### src/rtl/calc_core.sv
// Operand capture and arithmetic stage feeding the seven-segment display controller.
// Optional feature: define CALC_START_SYNC_EN to synchronize and edge-detect the start input.
module calc_core (
  input  logic        clk,
  input  logic        rst_n,
  input  logic [7:0]  sw_a,
  input  logic [7:0]  sw_b,
  input  logic [1:0]  sw_op,
  input  logic        start,
  output logic [7:0]  a,
  output logic [7:0]  b,
  output logic [1:0]  op,
  output logic [15:0] result,
  output logic        neg,
  output logic        busy,
  output logic        done
);

  typedef enum logic [1:0] {IDLE, EXEC, MUL, DONE} state_t;

  state_t      state_q, state_d;
  logic [7:0]  a_q, a_d;
  logic [7:0]  b_q, b_d;
  logic [1:0]  op_q, op_d;
  logic [15:0] result_q, result_d;
  logic        neg_q, neg_d;
  logic [15:0] acc_q, acc_d;
  logic [15:0] mcand_q, mcand_d;
  logic [7:0]  mplier_q, mplier_d;
  logic [2:0]  cnt_q, cnt_d;
  logic [15:0] acc_next;
  logic        start_qual;

`ifdef CALC_START_SYNC_EN
  // Two synchronizer stages plus one history flop; a single rising edge launches one operation.
  logic [2:0] sync_q, sync_d;

  always_comb begin
    sync_d = {sync_q[1:0], start};
  end

  always_ff @(posedge clk or negedge rst_n) begin
    if (!rst_n) sync_q <= 3'b000;
    else        sync_q <= sync_d;
  end

  assign start_qual = sync_q[1] & ~sync_q[2];
`else
  assign start_qual = start;
`endif

  always_comb begin
    state_d  = state_q;
    a_d      = a_q;
    b_d      = b_q;
    op_d     = op_q;
    result_d = result_q;
    neg_d    = neg_q;
    acc_d    = acc_q;
    mcand_d  = mcand_q;
    mplier_d = mplier_q;
    cnt_d    = cnt_q;
    acc_next = mplier_q[0] ? (acc_q + mcand_q) : acc_q;

    case (state_q)
      IDLE: begin
        if (start_qual) begin
          a_d   = sw_a;
          b_d   = sw_b;
          op_d  = sw_op;
          neg_d = 1'b0;
          if (sw_op == 2'd3) begin
            acc_d    = 16'd0;
            mcand_d  = {8'b0, sw_a};
            mplier_d = sw_b;
            cnt_d    = 3'd0;
            state_d  = MUL;
          end else begin
            state_d  = EXEC;
          end
        end
      end
      EXEC: begin
        case (op_q)
          2'd0: result_d = 16'd0;
          2'd1: result_d = {8'b0, a_q} + {8'b0, b_q};
          2'd2: begin
            if (a_q >= b_q) begin
              result_d = {8'b0, a_q - b_q};
              neg_d    = 1'b0;
            end else begin
              result_d = {8'b0, b_q - a_q};
              neg_d    = 1'b1;
            end
          end
          default: result_d = result_q;
        endcase
        state_d = DONE;
      end
      MUL: begin
        // Shift-add, one multiplier bit per cycle, LSB first.
        acc_d    = acc_next;
        mcand_d  = {mcand_q[14:0], 1'b0};
        mplier_d = {1'b0, mplier_q[7:1]};
        cnt_d    = cnt_q + 3'd1;
        if (cnt_q == 3'd7) begin
          result_d = acc_next;
          state_d  = DONE;
        end
      end
      DONE: state_d = IDLE;
      default: state_d = IDLE;
    endcase
  end

  always_ff @(posedge clk or negedge rst_n) begin
    if (!rst_n) begin
      state_q  <= IDLE;
      a_q      <= 8'd0;
      b_q      <= 8'd0;
      op_q     <= 2'd0;
      result_q <= 16'd0;
      neg_q    <= 1'b0;
      acc_q    <= 16'd0;
      mcand_q  <= 16'd0;
      mplier_q <= 8'd0;
      cnt_q    <= 3'd0;
    end else begin
      state_q  <= state_d;
      a_q      <= a_d;
      b_q      <= b_d;
      op_q     <= op_d;
      result_q <= result_d;
      neg_q    <= neg_d;
      acc_q    <= acc_d;
      mcand_q  <= mcand_d;
      mplier_q <= mplier_d;
      cnt_q    <= cnt_d;
    end
  end

  assign a      = a_q;
  assign b      = b_q;
  assign op     = op_q;
  assign result = result_q;
  assign neg    = neg_q;
  assign busy   = (state_q != IDLE);
  assign done   = (state_q == DONE);

endmodule

### config.mk
export PLATFORM = sky130hd
export DESIGN_NAME = calc_core
export DESIGN_NICKNAME = d
export VERILOG_FILES = /design/src/rtl/calc_core.sv
export SDC_FILE = /design/constraint.sdc
export NUM_CORES = 1
export LEC_CHECK = 0
export CAP_MARGIN = 30
export CORE_MARGIN = 2
export CORE_UTILIZATION = 32
export CTS_CLUSTER_DIAMETER = 60
export DETAILED_ROUTE_END_ITERATION = 6
export HOLD_SLACK_MARGIN = 0.08
export PLACE_DENSITY = 0.48
export SLEW_MARGIN = 10
export SYNTH_ARGS = -nofsm -noshare
export SYNTH_HDL_FRONTEND = slang
export SYNTH_SLANG_ARGS = --single-unit
### constraint.sdc
create_clock -name clk -period 4.6 [get_ports clk]
set_input_delay 0.92 -clock clk [delete_from_list [all_inputs] [get_ports clk]]
set_output_delay 0.92 -clock clk [all_outputs]
set_load 0.03 [all_outputs]
After elaboration in Yosys (flattened, before gate mapping)
Cells that the tools add are included.

operators by class
  $lt $le $gt $ge = 1
  $add $sub $neg = 5
  equality and inequality tests = 12
  reduce and logical (&&, ||, !) cells = 11
  mux-type cells = 25

operator list
  operator               count
  $mux W16               6
  $pmux W16 S2           3
  $pmux W16 S3           1
  $mux W8                3
  $add A16 B16 Y16       1
  $pmux W8 S2            1
  $sub A8 B8 Y8          2
  $add A8 B8 Y9          1
  $reduce_and A3 Y1      3
  $eq A2 B2 Y1 const B   4
  $ge A8 B8 Y1           1
  $ne A2 B2 Y1 const B   4
  $pmux W2 S4            1
  $reduce_bool A2 Y1     4
  $mux W2                3
  $mux W3                2
  $pmux W3 S2            1
  $eq A2 B1 Y1 const B   2
  $logic_not A2 Y1       2
  $ne A4 B2 Y1 const B   1
  $reduce_and A2 Y1      2
  $add A3 B1 Y3 const B  1
  $eq A3 B3 Y1 const B   1
  $mux W1                3
  $pmux W1 S2            1

word-level totals
  register bits after elaboration = 80
  logic and storage cells = 64
  output and inout port bits = 37

Logic depth before layout (Yosys ltp)
  depth in word-level cells = 4
  mapped depth = 10
  gate-level depth less buffers = 10

Worst setup path before layout
OpenSTA, ideal clock, no wires.

  path kind = flip-flop to flip-flop
  start point = reg a_q[1] (netlist: a[1])
  end point = reg result_q[7] (netlist: result[7])
  data required time = 4.472 ns
  data arrival time = 2.328 ns
  library setup time = 0.128 ns
  cell stages (with the launch flop) = 9
  slack = 2.144 ns
  cells stage by stage = dfrtp_1 inv_1 ha_1 nand2b_1 a2111o_1 a311oi_2 nor4_1 nor4_1 a21oi_1

between the ends
  longest elaborated chain between the ends = 4
  elaborated cells between the ends (all ways) = 7
  those cells by class = add/sub (3); order compare (1); mux (3)

ends and longest elaborated chain
  item                                         RTL line  RTL
  start, declared                              22        logic [7:0] a_q, a_d;
  start signal, assigned                       119       a_q <= 8'd0;
  start signal, assigned                       130       a_q <= a_d;
  $sub A8 B8 Y8, or another cell as far along  92        result_d = {8'b0, b_q - a_q};
  $mux W8                                      88        if (a_q >= b_q) begin
  $pmux W16 S3 *                               84        case (op_q)
  $pmux W16 S2 *                               65        case (state_q)
  end signal, assigned                         133       result_q <= result_d;
  end, declared                                25        logic [15:0] result_q, result_d;

Every way passes the cells marked *; elsewhere a longest branch is shown, timed or not. The select of a mux whose other input is x is not followed.
A chain may end at the register's enable or synchronous reset.

Worst setup path after layout
  start point = reg state_q[0]
  end point = out busy

between the ends
  longest elaborated chain between the ends = 1

ends and longest elaborated chain
  item                    RTL line  RTL
  start, declared         21        state_t state_q, state_d;
  start signal, assigned  129       state_q <= state_d;
  $reduce_bool A2 Y1      147       assign busy = (state_q != IDLE);
  end, declared           15        output logic busy,

Every way passes these cells.

==> results by group <==
Clock network
  • CTS Hold Bufs: 0
  • Clk root buf: clkbuf_16
  • Clock sink total: 80
  • CTS tree: built
  • Clock slew at reported path FFs: 0.07 ns
  • Resized cells post-CTS: 0
  • Worst skew pair latency: 0.35 ns
  • Setup Buffers After CTS: 0
  • Htree depth: 3
  • TritonCTS Buffers: 9
  • Clock buffer depth: 2

Outcome
  • Outcome: finished, final reports clean

Layout
  • Fillcell total: 1828
  • Final antenna diode count: 0
  • Layout cells sized above 1: 11.4%
  • Area Overhead vs Synth: 18.0%
  • Nets: 750

Floorplanning
  • Top Ports: 58
  • Die Area: 19300 µm²
  • Core ar.: 17900 µm²
  • FP Rows: 49
  • Starting density of the core: 32.5%
  • Die Span X: 139 µm
  • Die height: 139 µm

Timing
  • Count of final setup violators: 0
  • Final Cycle Share: 66.1%
  • Max Transition Viols Final: 0
  • Hold Vio Cnt, Final: 0
  • RSZ-0062 raised after global routing: false
  • Worst rel slew slack: 37.4%
  • Setup TNS: 0 ns
  • Slew of the pin with the lowest slew margin: 0.936 ns
  • Peak Freq: 329 MHz
  • Clock Skews: 0.00860 ns
  • Final worst path period need: 3.04 ns
  • Final setup margin: 1.56 ns

Worst setup path
  • Critical path buffers and inverters: 3
  • Critical Path Source Type: flip-flop
  • Critical path class: reg2out
  • CP max FO: 9
  • Most frequent CP cell: inv_1
  • CP max stage cell: clkdlybuf4s50_1
  • Setup crit end kind: output pin
  • Crit path max-delay family: buffers and inverters
  • Req. time, crit path: 3.68 ns
  • Critical Path Max Stage Delay: 0.63 ns
  • Crit path cell chain: inv_1, ha_1, inv_1, clkdlybuf4s50_1
  • Worst reg-to-reg setup slack: 1.87 ns
  • Critical path arrival: 2.12 ns

Global routing
  • Vias in the first global route: 4810
  • Gr usage total: 17.8%
  • Total grt overflow: 0
  • Initial antenna violation count: 0
  • Global-route wire length before repair: 27200 µm
  • Largest net degree at the start of global routing: 57

Yosys
  • Avg Cell Area, Syn: 9.12 µm²
  • Predominant post-synthesis flop cell: dfrtp_1
  • Largest cells by area after synthesis: dfrtp_1, ha_1, nand2_1
  • Sequential fraction of the synthesis area: 34.5%
  • #FFs+latches synth: 80
  • Post-Syn Instances: 637
  • Async set-reset flop share out of synthesis: 100%
  • Distinct cells, synth: 85
  • Top-area cell type share of the netlist area: 34.5%
  • Cell area after synthesis: 5810 µm²
  • EDFF count, synth: 0
  • Net Count, Synth: 709
  • Synth area leader: dfrtp_1
  • Syn. warnings: 0

Place
  • RePlAce Congestion: 0.870
  • Port Buffers: 57
  • DPL Wire Length: 12400 µm
  • Placement Setup Slack: 1.63 ns

Power and ir drop
  • Leak: 3.07 nW
  • Peak VDD IR: 0.487 mV
  • Overall power: 5.52 mW
  • Pwr dens: 805 nW/µm²

Detailed routing
  • Drt pass-1 iters: 5
  • DR WL/cell: 18.3 µm
  • Routed via count: 4845
  • Vias per cell: 5.31
  • Initial drt markers: 255
  • Antenna-violating nets left: 0
  • Residual DRC count: 0
  • Final wirelength: 16700 µm

Worst hold path
  • Worst hold path type: reg2reg

Job
  • Max Cap Viol: 0
## cells by family (layout without fill, tap and decap cells)
logic type               after synthesis  in the layout  synth area share (%)
AO/OA/AOI/OAI                        183            183                  21.7
XOR/XNOR                              10             10                  1.51
adder cells (fa/ha/maj)               51             51                  11.5
buffers and inverters                 71            117                  5.30
flip-flops                            80             80                  34.5
multiplexers                          46             46                  8.46
AND/OR/NAND/NOR                      196            196                  17.0
## metal layers
metal / part of all wire (%) / track usage [%]
met1: 49 / 25.4
met2: 46 / 27.6
met3: 3.4 / 3.63
met5: 0 / 0
met4: 1.4 / 4.68
## worst paths after layout
check	from	to	cells past startpoint
max in group asynchronous	rst_n	acc_q[4]	2
hold / removal	cnt_q[1]	cnt_q[1]	2
setup / recovery	state_q[0]	busy	4
setup reg to reg	a[5]	result[6]	8
hold reg to reg	cnt_q[1]	cnt_q[1]	2
min in group asynchronous	rst_n	state_q[0]	1
## cells in the mapped netlist (3+ instances only)
cell type,instances
mux2i_1,21
a21oi_2,4
o21ai_2,4
fa_1,4
and2_1,3
nand2_1,88
dfrtp_1,80
o211ai_1,8
o21a_1,5
ha_1,47
clkbuf_1,20
a31oi_1,7
nor2b_1,7
nand3_1,27
xnor2_1,5
nand2b_1,8
o22ai_1,4
inv_1,39
buf_6,4
mux2_2,23
nor2_1,24
o21ai_1,7
a211oi_1,4
a221oi_2,3
xor2_1,5
nor3_1,3
o21ai_0,47
nand4_1,4
a21o_1,14
a21oi_1,35
and3_1,4
a22oi_1,4
buf_2,6
a32oi_1,3
o21bai_1,4
## cells in the final DEF, fill, tap and decap left out, types with 8 or more instances in the layout
cell / n
nand2_1: 88
dfrtp_1: 80
clkdlybuf4s50_1: 56
o21ai_0: 47
ha_1: 46
inv_1: 39
a21oi_1: 35
nand3_1: 27
nor2_1: 24
mux2_2: 23
mux2i_1: 20
a21o_1: 14
clkbuf_16: 9
nand2b_1: 8
o211ai_1: 8
## worst register-to-register path, cell delays in order (launching register included)
cell and delay (ns):
dfrtp_1 0.47, inv_1 0.07, ha_1 0.50, a21oi_2 0.30, o21ai_4 0.11, nor2_4 0.32
mux2i_1 0.34, mux2_1 0.36, a31oi_1 0.17
## state kept, by name, indices dropped and copies added (netlist names)
| signal | cells |
|---|---|
| a | 8 |
| acc_q | 16 |
| b | 8 |
| cnt_q | 3 |
| mcand_q | 16 |
| mplier_q | 8 |
| neg | 1 |
| op | 2 |
| result | 16 |
| state_q | 2 |
## report_power, final
part	total [mW]	internal, mW	switching, mW	leakage [nW]
sequential	1.22	0.956	0.266	1.03
clock	0.751	0.426	0.325	0.146
combinational	3.55	1.38	2.17	1.89
total	5.52	2.77	2.76	3.07
## cell type report
class                   count  area (µm²)  share of cell area [%]
multi-input cells         486        3520                    51.3
flip-flops and latches     80        2000                    29.2
repair buffers             62         606                    8.83
well taps                 229         287                    4.18
clock buffers               9         225                    3.28
inverters                  39         146                    2.13
clock inverters             7        77.6                    1.13
## per-stage QoR
stage | instances | instance area [µm²] | hold WS (ns) | utilization [%]
3_5_place_dp | 896 | 6560 | 0.463 | 36.6
2_1_floorplan | 637 | 5810 | 0.443 | -
4_1_cts | 912 | 6860 | 0.478 | 38.3
3_3_place_gp | 896 | 6560 | 0.456 | 36.6
5_1_grt | 912 | 6860 | 0.503 | 38.3
6_report | 912 | 6860 | 0.476 | 38.3
Note: power is estimated with default switching activity, not from simulation.
